**src/rtl/alu_uart_pkg.sv**
```systemverilog
// alu_uart_pkg: ALU select codes, sequencer states and status-bit layout shared by the UART/ALU glue.
package alu_uart_pkg;
    localparam logic [3:0] ALU_ADD = 4'b0010;
    localparam logic [3:0] ALU_SUB = 4'b0110;
    localparam logic [3:0] ALU_AND = 4'b0000;
    localparam logic [3:0] ALU_OR  = 4'b0001;
    localparam logic [3:0] ALU_SLT = 4'b0111;
    localparam int STAT_ZERO = 0;
    localparam int STAT_ILL  = 1;
    typedef enum logic [2:0] {
        S_IDLE, S_GET_B, S_GET_OP, S_EXEC, S_SEND_RES, S_WAIT_RES, S_SEND_STAT, S_WAIT_STAT
    } state_e;
    function automatic logic is_illegal(input logic [3:0] sel);
        return !(sel inside {ALU_ADD, ALU_SUB, ALU_AND, ALU_OR, ALU_SLT});
    endfunction
endpackage

```
**src/rtl/alu_uart_timeout.sv**
```systemverilog
// alu_uart_timeout: inter-byte cycle counter; pulses expired when TIMEOUT cycles pass without clr.
module alu_uart_timeout #(
    parameter int TIMEOUT = 1_000_000,
    parameter int TO_W    = 20
) (
    input  logic clk,
    input  logic reset,
    input  logic clr,
    input  logic en,
    output logic expired
);
    logic [TO_W-1:0] cnt_q, cnt_d;
    always_comb begin
        expired = en && !clr && (cnt_q == TO_W'(TIMEOUT - 1));
        cnt_d   = (clr || expired || !en) ? '0 : cnt_q + TO_W'(1);
    end
    always_ff @(posedge clk or posedge reset) begin
        if (reset) cnt_q <= '0;
        else       cnt_q <= cnt_d;
    end
endmodule

```
**src/rtl/alu_uart_interface.sv**
```systemverilog
// alu_uart_interface: collects A, B, op bytes from the UART, runs the external ALU,
// and returns a result byte followed by a status byte.
module alu_uart_interface
    import alu_uart_pkg::*;
#(
    parameter int BITS    = 8,
    parameter int TIMEOUT = 1_000_000,
    parameter int TO_W    = 20
) (
    input  logic            clk,
    input  logic            reset,
    input  logic [7:0]      rx_data,
    input  logic            rx_done,
    output logic [7:0]      tx_data,
    output logic            tx_start,
    input  logic            tx_done,
    output logic [BITS-1:0] alu_a,
    output logic [BITS-1:0] alu_b,
    output logic [3:0]      alu_sel,
    input  logic [BITS-1:0] alu_c,
    input  logic            alu_zero,
    output logic            busy,
    output logic            frame_err
);
    state_e          state_q, state_d;
    logic [BITS-1:0] a_q, a_d, b_q, b_d, res_q, res_d;
    logic [3:0]      sel_q, sel_d;
    logic [7:0]      stat_q, stat_d, tx_data_q, tx_data_d;
    logic            frame_err_q, frame_err_d;
    logic            expired;

    alu_uart_timeout #(.TIMEOUT(TIMEOUT), .TO_W(TO_W)) u_timeout (
        .clk     (clk),
        .reset   (reset),
        .clr     (rx_done),
        .en      (state_q == S_GET_B || state_q == S_GET_OP),
        .expired (expired)
    );

    always_comb begin
        state_d     = state_q;
        a_d         = a_q;
        b_d         = b_q;
        sel_d       = sel_q;
        res_d       = res_q;
        stat_d      = stat_q;
        tx_data_d   = tx_data_q;
        frame_err_d = 1'b0;
        case (state_q)
            S_IDLE: if (rx_done) begin
                a_d     = rx_data;
                state_d = S_GET_B;
            end
            S_GET_B: if (rx_done) begin
                b_d     = rx_data;
                state_d = S_GET_OP;
            end else if (expired) begin
                frame_err_d = 1'b1;
                state_d     = S_IDLE;
            end
            S_GET_OP: if (rx_done) begin
                sel_d   = rx_data[3:0];
                state_d = S_EXEC;
            end else if (expired) begin
                frame_err_d = 1'b1;
                state_d     = S_IDLE;
            end
            S_EXEC: begin
                // tx_data is loaded alongside res_q so it is valid in the same cycle as tx_start
                res_d             = alu_c;
                tx_data_d         = alu_c;
                stat_d            = '0;
                stat_d[STAT_ZERO] = alu_zero;
                stat_d[STAT_ILL]  = is_illegal(sel_q);
                state_d           = S_SEND_RES;
            end
            S_SEND_RES: state_d = S_WAIT_RES;
            S_WAIT_RES: if (tx_done) begin
                tx_data_d = stat_q;
                state_d   = S_SEND_STAT;
            end
            S_SEND_STAT: state_d = S_WAIT_STAT;
            S_WAIT_STAT: if (tx_done) state_d = S_IDLE;
            default: state_d = S_IDLE;
        endcase
    end

    always_ff @(posedge clk or posedge reset) begin
        if (reset) begin
            state_q     <= S_IDLE;
            a_q         <= '0;
            b_q         <= '0;
            sel_q       <= '0;
            res_q       <= '0;
            stat_q      <= '0;
            tx_data_q   <= '0;
            frame_err_q <= 1'b0;
        end else begin
            state_q     <= state_d;
            a_q         <= a_d;
            b_q         <= b_d;
            sel_q       <= sel_d;
            res_q       <= res_d;
            stat_q      <= stat_d;
            tx_data_q   <= tx_data_d;
            frame_err_q <= frame_err_d;
        end
    end

    assign alu_a     = a_q;
    assign alu_b     = b_q;
    assign alu_sel   = sel_q;
    assign tx_data   = tx_data_q;
    assign frame_err = frame_err_q;
    assign tx_start  = (state_q == S_SEND_RES) || (state_q == S_SEND_STAT);
    assign busy      = (state_q != S_IDLE);
endmodule

```
**config.mk**
```make
export PLATFORM = sky130hd
export DESIGN_NAME = alu_uart_interface
export DESIGN_NICKNAME = d
export VERILOG_FILES = /design/src/rtl/alu_uart_pkg.sv /design/src/rtl/alu_uart_timeout.sv /design/src/rtl/alu_uart_interface.sv
export SDC_FILE = /design/constraint.sdc
export NUM_CORES = 1
export LEC_CHECK = 0
export CORE_ASPECT_RATIO = 0.6
export CORE_UTILIZATION = 40
export CTS_CLUSTER_SIZE = 40
export DETAILED_ROUTE_END_ITERATION = 10
export GPL_ROUTABILITY_DRIVEN = 0
export PLACE_DENSITY = 0.7
export SYNTH_ARGS = -nofsm -noshare
export SYNTH_HDL_FRONTEND = slang
export SYNTH_SLANG_ARGS = --single-unit
```
**constraint.sdc**
```tcl
create_clock -name clk -period 2.1 [get_ports clk]
set_input_delay 0.315 -clock clk [delete_from_list [all_inputs] [get_ports clk]]
set_output_delay 0.315 -clock clk [all_outputs]
set_load 0.02 [all_outputs]
```
Word-level counts from Yosys, hierarchy flattened
Index checks and enable logic that the tools add are counted.

word-level totals
  register bits = 54
  output and inout bits = 31
  logic and storage cells = 57

operators by class
  $add $sub $neg = 1
  equality and inequality tests = 15
  muxes and demuxes = 13
  reduce and logical (&&, ||, !) cells = 20

operator list
  kind                     count
  $pmux W3 S8              1
  $add A20 B1 Y20 const B  1
  $eq A20 B20 Y1 const B   1
  $mux W20                 1
  $mux W3                  6
  $pmux W8 S2              1
  $eq A3 B3 Y1 const B     4
  $eq A4 B3 Y1 const B     2
  $mux W8                  1
  $reduce_and A2 Y1        4
  $eq A3 B2 Y1 const B     2
  $ne A2 B2 Y1 const B     3
  $reduce_bool A5 Y1       1
  $eq A4 B1 Y1 const B     1
  $eq A4 B2 Y1 const B     1
  $logic_not A4 Y1         1
  $logic_or A1 B1 Y1       4
  $eq A3 B1 Y1 const B     1
  $logic_not A1 Y1         3
  $logic_not A3 Y1         1
  $mux W1                  3
  $reduce_and A3 Y1        1
  $reduce_bool A3 Y1       1
  $logic_and A1 B1 Y1      2
  2 further kinds          2

Depth between registers and ports, before layout
  depth after elaboration = 7
  mapped depth = 6
  gate-level depth less buffers = 5

Hierarchy
Synthesis repeated with hierarchy kept, for this count alone.

unflattened totals
  cells, all modules = 228
  area, all modules = 2519.9 um2

by module, submodules not included
  module              times used  cells an instance  area each (um2)  seq. area each (um2)
  alu_uart_interface  1           119                1480.2           850.8
  alu_uart_timeout    1           109                1039.7           500.5

Least setup slack after synthesis
No wires, ideal clock.

  kind = register -> register
  start = register u_timeout.cnt_q[0]
  end = register u_timeout.cnt_q[12]
  setup time = 119 ps
  arrival time = 1826 ps
  setup slack = 155 ps
  stages on the path, launching flop included = 7
  period minus slack after synthesis = 1945 ps
  path through = dfrtp_1 -> ha_1 -> nand3_1 -> or4_4 -> o21ai_4 -> buf_8 -> nor2_2

between the ends
  word-level cells in the longest chain between the ends = 5

RTL lines
  what                                                     line                    source
  from (decl)                                              alu_uart_timeout.sv:12  logic [TO_W-1:0] cnt_q, cnt_d;
  from (signal assigned)                                   alu_uart_timeout.sv:19  else cnt_q <= cnt_d;
  branches (longest 4 deep; another with $add A20 B1 Y20)  --
  $mux W20 *                                               alu_uart_timeout.sv:15  cnt_d = (clr || expired || !en) ? '0 : cnt_q + TO_W'(1);
  named net u_timeout.cnt_d[12]                            alu_uart_timeout.sv:12

Mark *: on every way through the listed nets, which the timed path passes.
A chain may end at the register's enable or synchronous reset.

Worst setup path after layout
  start = register state_q[2]
  end = output port tx_start

between the ends
  word-level cells in the longest chain between the ends = 2

RTL lines
  what                    line                       source
  from (decl)             alu_uart_interface.sv:25   state_e state_q, state_d;
  from (signal assigned)  alu_uart_interface.sv:99   state_q <= state_d;
  $eq A3 B3 Y1            alu_uart_interface.sv:115  assign tx_start = (state_q == S_SEND_RES) || (state_q == S_SEND_STAT);
  $logic_or A1 B1 Y1 *    alu_uart_interface.sv:115
  to (decl)               alu_uart_interface.sv:15   output logic tx_start,

Mark *: on every way between the ends. The rest lies on a longest branch, timed or not.

==> metrics.md <==
| Metric | Value |
|---|---|
| Die area | `6460 sq um` |
| Starting Density | `42.8%` |
| Syn avg cell area | `11.6 sq um` |
| Yosys reg bits | `54` |
| Reg2reg start | `u_timeout.cnt_q[7]` |
| Final hold vios | `0` |
| Final Critical Period | `1.96 ns` |
| Finished Layout Cells | `359` |
| Setup TNS | `0 ns` |
| Clk pin slew, worst setup/hold paths | `0.10 ns` |
| Tot GR Track Use | `18.1%` |
| Comb power frac | `41.1%` |
| WL/cell | `15.0 microns` |
| Worst-Margin Slew | `0.472 ns` |
| Most frequent cells in the layout | `dfrtp_1 (54), clkdlybuf4s50_1 (50), mux2_2 (22)` |
| Global-route wire length before repair | `8960 microns` |
| Primary FF master, synth | `dfrtp_1` |
| CP startpoint kind | `register` |
| Post-CTS sizing | `1` |
| Hold_buf cts | `0` |
| Reg2reg path depth | `5` |
| Vias/cell | `5.06` |
| Post-CTS setup buffer count | `0` |
| CTS tree | `yes` |
| Residual DRC | `0` |
| Min-delay worst type | `input pin to async pin` |
| CTS root buf | `clkbuf_8` |
| FP Rows | `21` |
| Htree depth | `2` |
| Commonest non-fill, non-tap cell in the layout | `dfrtp_1` |
| Switching portion of total power | `34.6%` |
| Initial antenna violation count | `0` |
| R2r endpoint | `u_timeout.cnt_q[4]` |
| DRT Pass-1 Iters | `4` |
| CP Class | `register to primary output` |
| Netlist cell types | `40` |
| Achievable Freq | `510 MHz` |
| Reg power frac | `40.4%` |
| Post-synth EDFFs | `0` |
| Ys async rst share | `100%` |
| Critical Path RT | `1.78 ns` |
| Remaining global-route overflow | `0` |
| Die Y | `62.7 microns` |
| Final setup viols | `0` |
| Post-Syn Area | `2450 sq um` |
| Critical path cell sequence | `nor2b_1, clkdlybuf4s50_1` |
| DP Wirelength | `3930 microns` |
| Slew Limit Headroom | `68.4%` |
| Max clock buf depth | `2` |
| Core Region | `5730 sq um` |
| Pleak | `1.31 nW` |
| DR vias | `1816` |
| P_sw | `1.33 mW` |
| Buf/Inv on CP | `1` |
| Clk pwr share | `18.5%` |
| Critical-path maximum fanout | `13` |
| Cells after DPL | `351` |
| CTS Sinks | `54` |
| Antenna viol nets, final | `0` |
| Area grow syn2layout | `33.1%` |
| Crit end category | `primary output` |
| Port-buffer cells | `51` |
| Critical path arrival | `1.64 ns` |
| N_diodes | `0` |
| Slowest-stage cell, CP | `clkdlybuf4s50_1` |
| Crit share post-route | `93.3%` |
| Pwr Density | `1180 nW/um^2` |
| CP delay by family, top | `buffers and inverters` |
| CTS Buf Count | `5` |
| Final instance area | `3270 sq um` |
| Outcome | `finished clean` |
| Largest net degree at the start of global routing | `55` |
| Yosys warns | `0` |
| Area after DPL | `3150 sq um` |
| Crit-path max cell delay | `0.61 ns` |
| Max VDD drop | `0.000686 V` |
| Nets | `300` |
| Initial DRC count | `43` |
| Die X | `103 microns` |
| Max cap viols | `0` |
| P_int | `2.52 mW` |
| Setup Skew | `0.00580 ns` |
| R2R Setup Slk | `0.16 ns` |
| Max Slew Vio Count | `0` |
| Register area share after synthesis | `55.1%` |
| Io pins | `52` |
| RSZ-0062 raised after global routing | `false` |
| Gate Count Post-Synth | `212` |
| Syn Nets | `234` |
| Vias in the first global route | `1795` |
| Worst skew pair latency | `0.31 ns` |
| Layout cell share with drive strength beyond 1 | `20.8%` |
| Final wirelength | `5390 microns` |
[kinds of logic (layout without fill, tap and decap cells)]
group,Yosys count,count (layout),share of synthesized area (%)
AND/OR/NAND/NOR,84,84,18.8
flip-flops,54,54,55.1
adder cells (fa/ha/maj),1,1,0.510
AO/OA/AOI/OAI,22,22,6.78
multiplexers,25,25,11.3
buffers and inverters,11,78,2.14
XOR/XNOR,15,15,5.35
[metal layers]
layer  GRT usage (%)  vias up  part of all wire [%]
met5               0        -                     0
met4            4.23        0                  0.52
met3            3.13        2                   3.4
met2            24.0       34                    41
met1            30.0      905                    55
li1                -      875                     -
[through the flow]
step / power, mW / util [%] / worst slack (ns) / hold WS, ns
after floorplan: 2.42 / - / 0.155 / 0.455
after global placement: 3.14 / 55.0 / 0.206 / 0.467
after detailed placement: 3.18 / 55.0 / 0.174 / 0.478
after CTS: 3.88 / 57.0 / 0.143 / 0.390
after global routing: 4.06 / 57.0 / 0.0460 / 0.417
final: 3.85 / 57.0 / 0.140 / 0.370
[state kept, by name, indices dropped and copies added (netlist names)]
name	count
alu_sel	4
stat_q	2
tx_data	8
frame_err	1
u_timeout.cnt_q	20
alu_b	8
state_q	3
alu_a	8
[tightest hold or removal path: cells and delay by family]
| family | cells | cell delay [ns] |
|---|---|---|
| buf+inv | 3 | 0.75 |
[power by group through the flow]
stage | sequential (mW) | clock [mW] | combinational [mW]
floorplan | 1.81 | 0 | 0.613
global placement | 1.56 | 0 | 1.58
detailed placement | 1.57 | 0 | 1.60
CTS | 1.56 | 0.724 | 1.60
global route | 1.60 | 0.769 | 1.69
finish | 1.55 | 0.711 | 1.58
[Yosys cell counts (3+ instances only)]
cell type | n | area share (%)
a21oi_1 | 4 | 0.82
a22o_1 | 6 | 2.1
clkbuf_1 | 3 | 0.46
dfrtp_1 | 54 | 55
inv_1 | 7 | 1.1
mux2_2 | 22 | 10
mux2i_1 | 3 | 1.2
nand2_1 | 10 | 1.5
nand2b_1 | 4 | 1.0
nand3_1 | 5 | 1.0
nand4_1 | 5 | 1.3
nor2_1 | 20 | 3.1
nor2_2 | 10 | 2.5
nor2b_1 | 3 | 0.76
nor3_1 | 6 | 1.2
nor4_1 | 6 | 1.5
o21ai_0 | 3 | 0.61
xnor2_1 | 13 | 4.6
[worst max path at each step]
stage / start / to / slack (ns) / cells after the start
6_report: state_q[2] / tx_start / 0.14 / 2
5_1_grt: state_q[2] / tx_start / 0.05 / 2
4_1_cts: state_q[2] / tx_start / 0.14 / 2
3_5_place_dp: u_timeout.cnt_q[7] / u_timeout.cnt_q[7] / 0.17 / 5
3_3_place_gp: u_timeout.cnt_q[7] / u_timeout.cnt_q[3] / 0.21 / 5
2_1_floorplan: u_timeout.cnt_q[0] / u_timeout.cnt_q[12] / 0.15 / 6
[final cells by class]
class                      instances  area (sq um)
tap                               80           100
fill                             524          2460
sequential                        54          1350
timing repair buffer              63           624
multi-input combinational        147          1050
inverter                           7          26.3
clock inverter                     3          45.0
clock buffer                       5          68.8
Note: power is estimated with default switching activity, not from simulation.
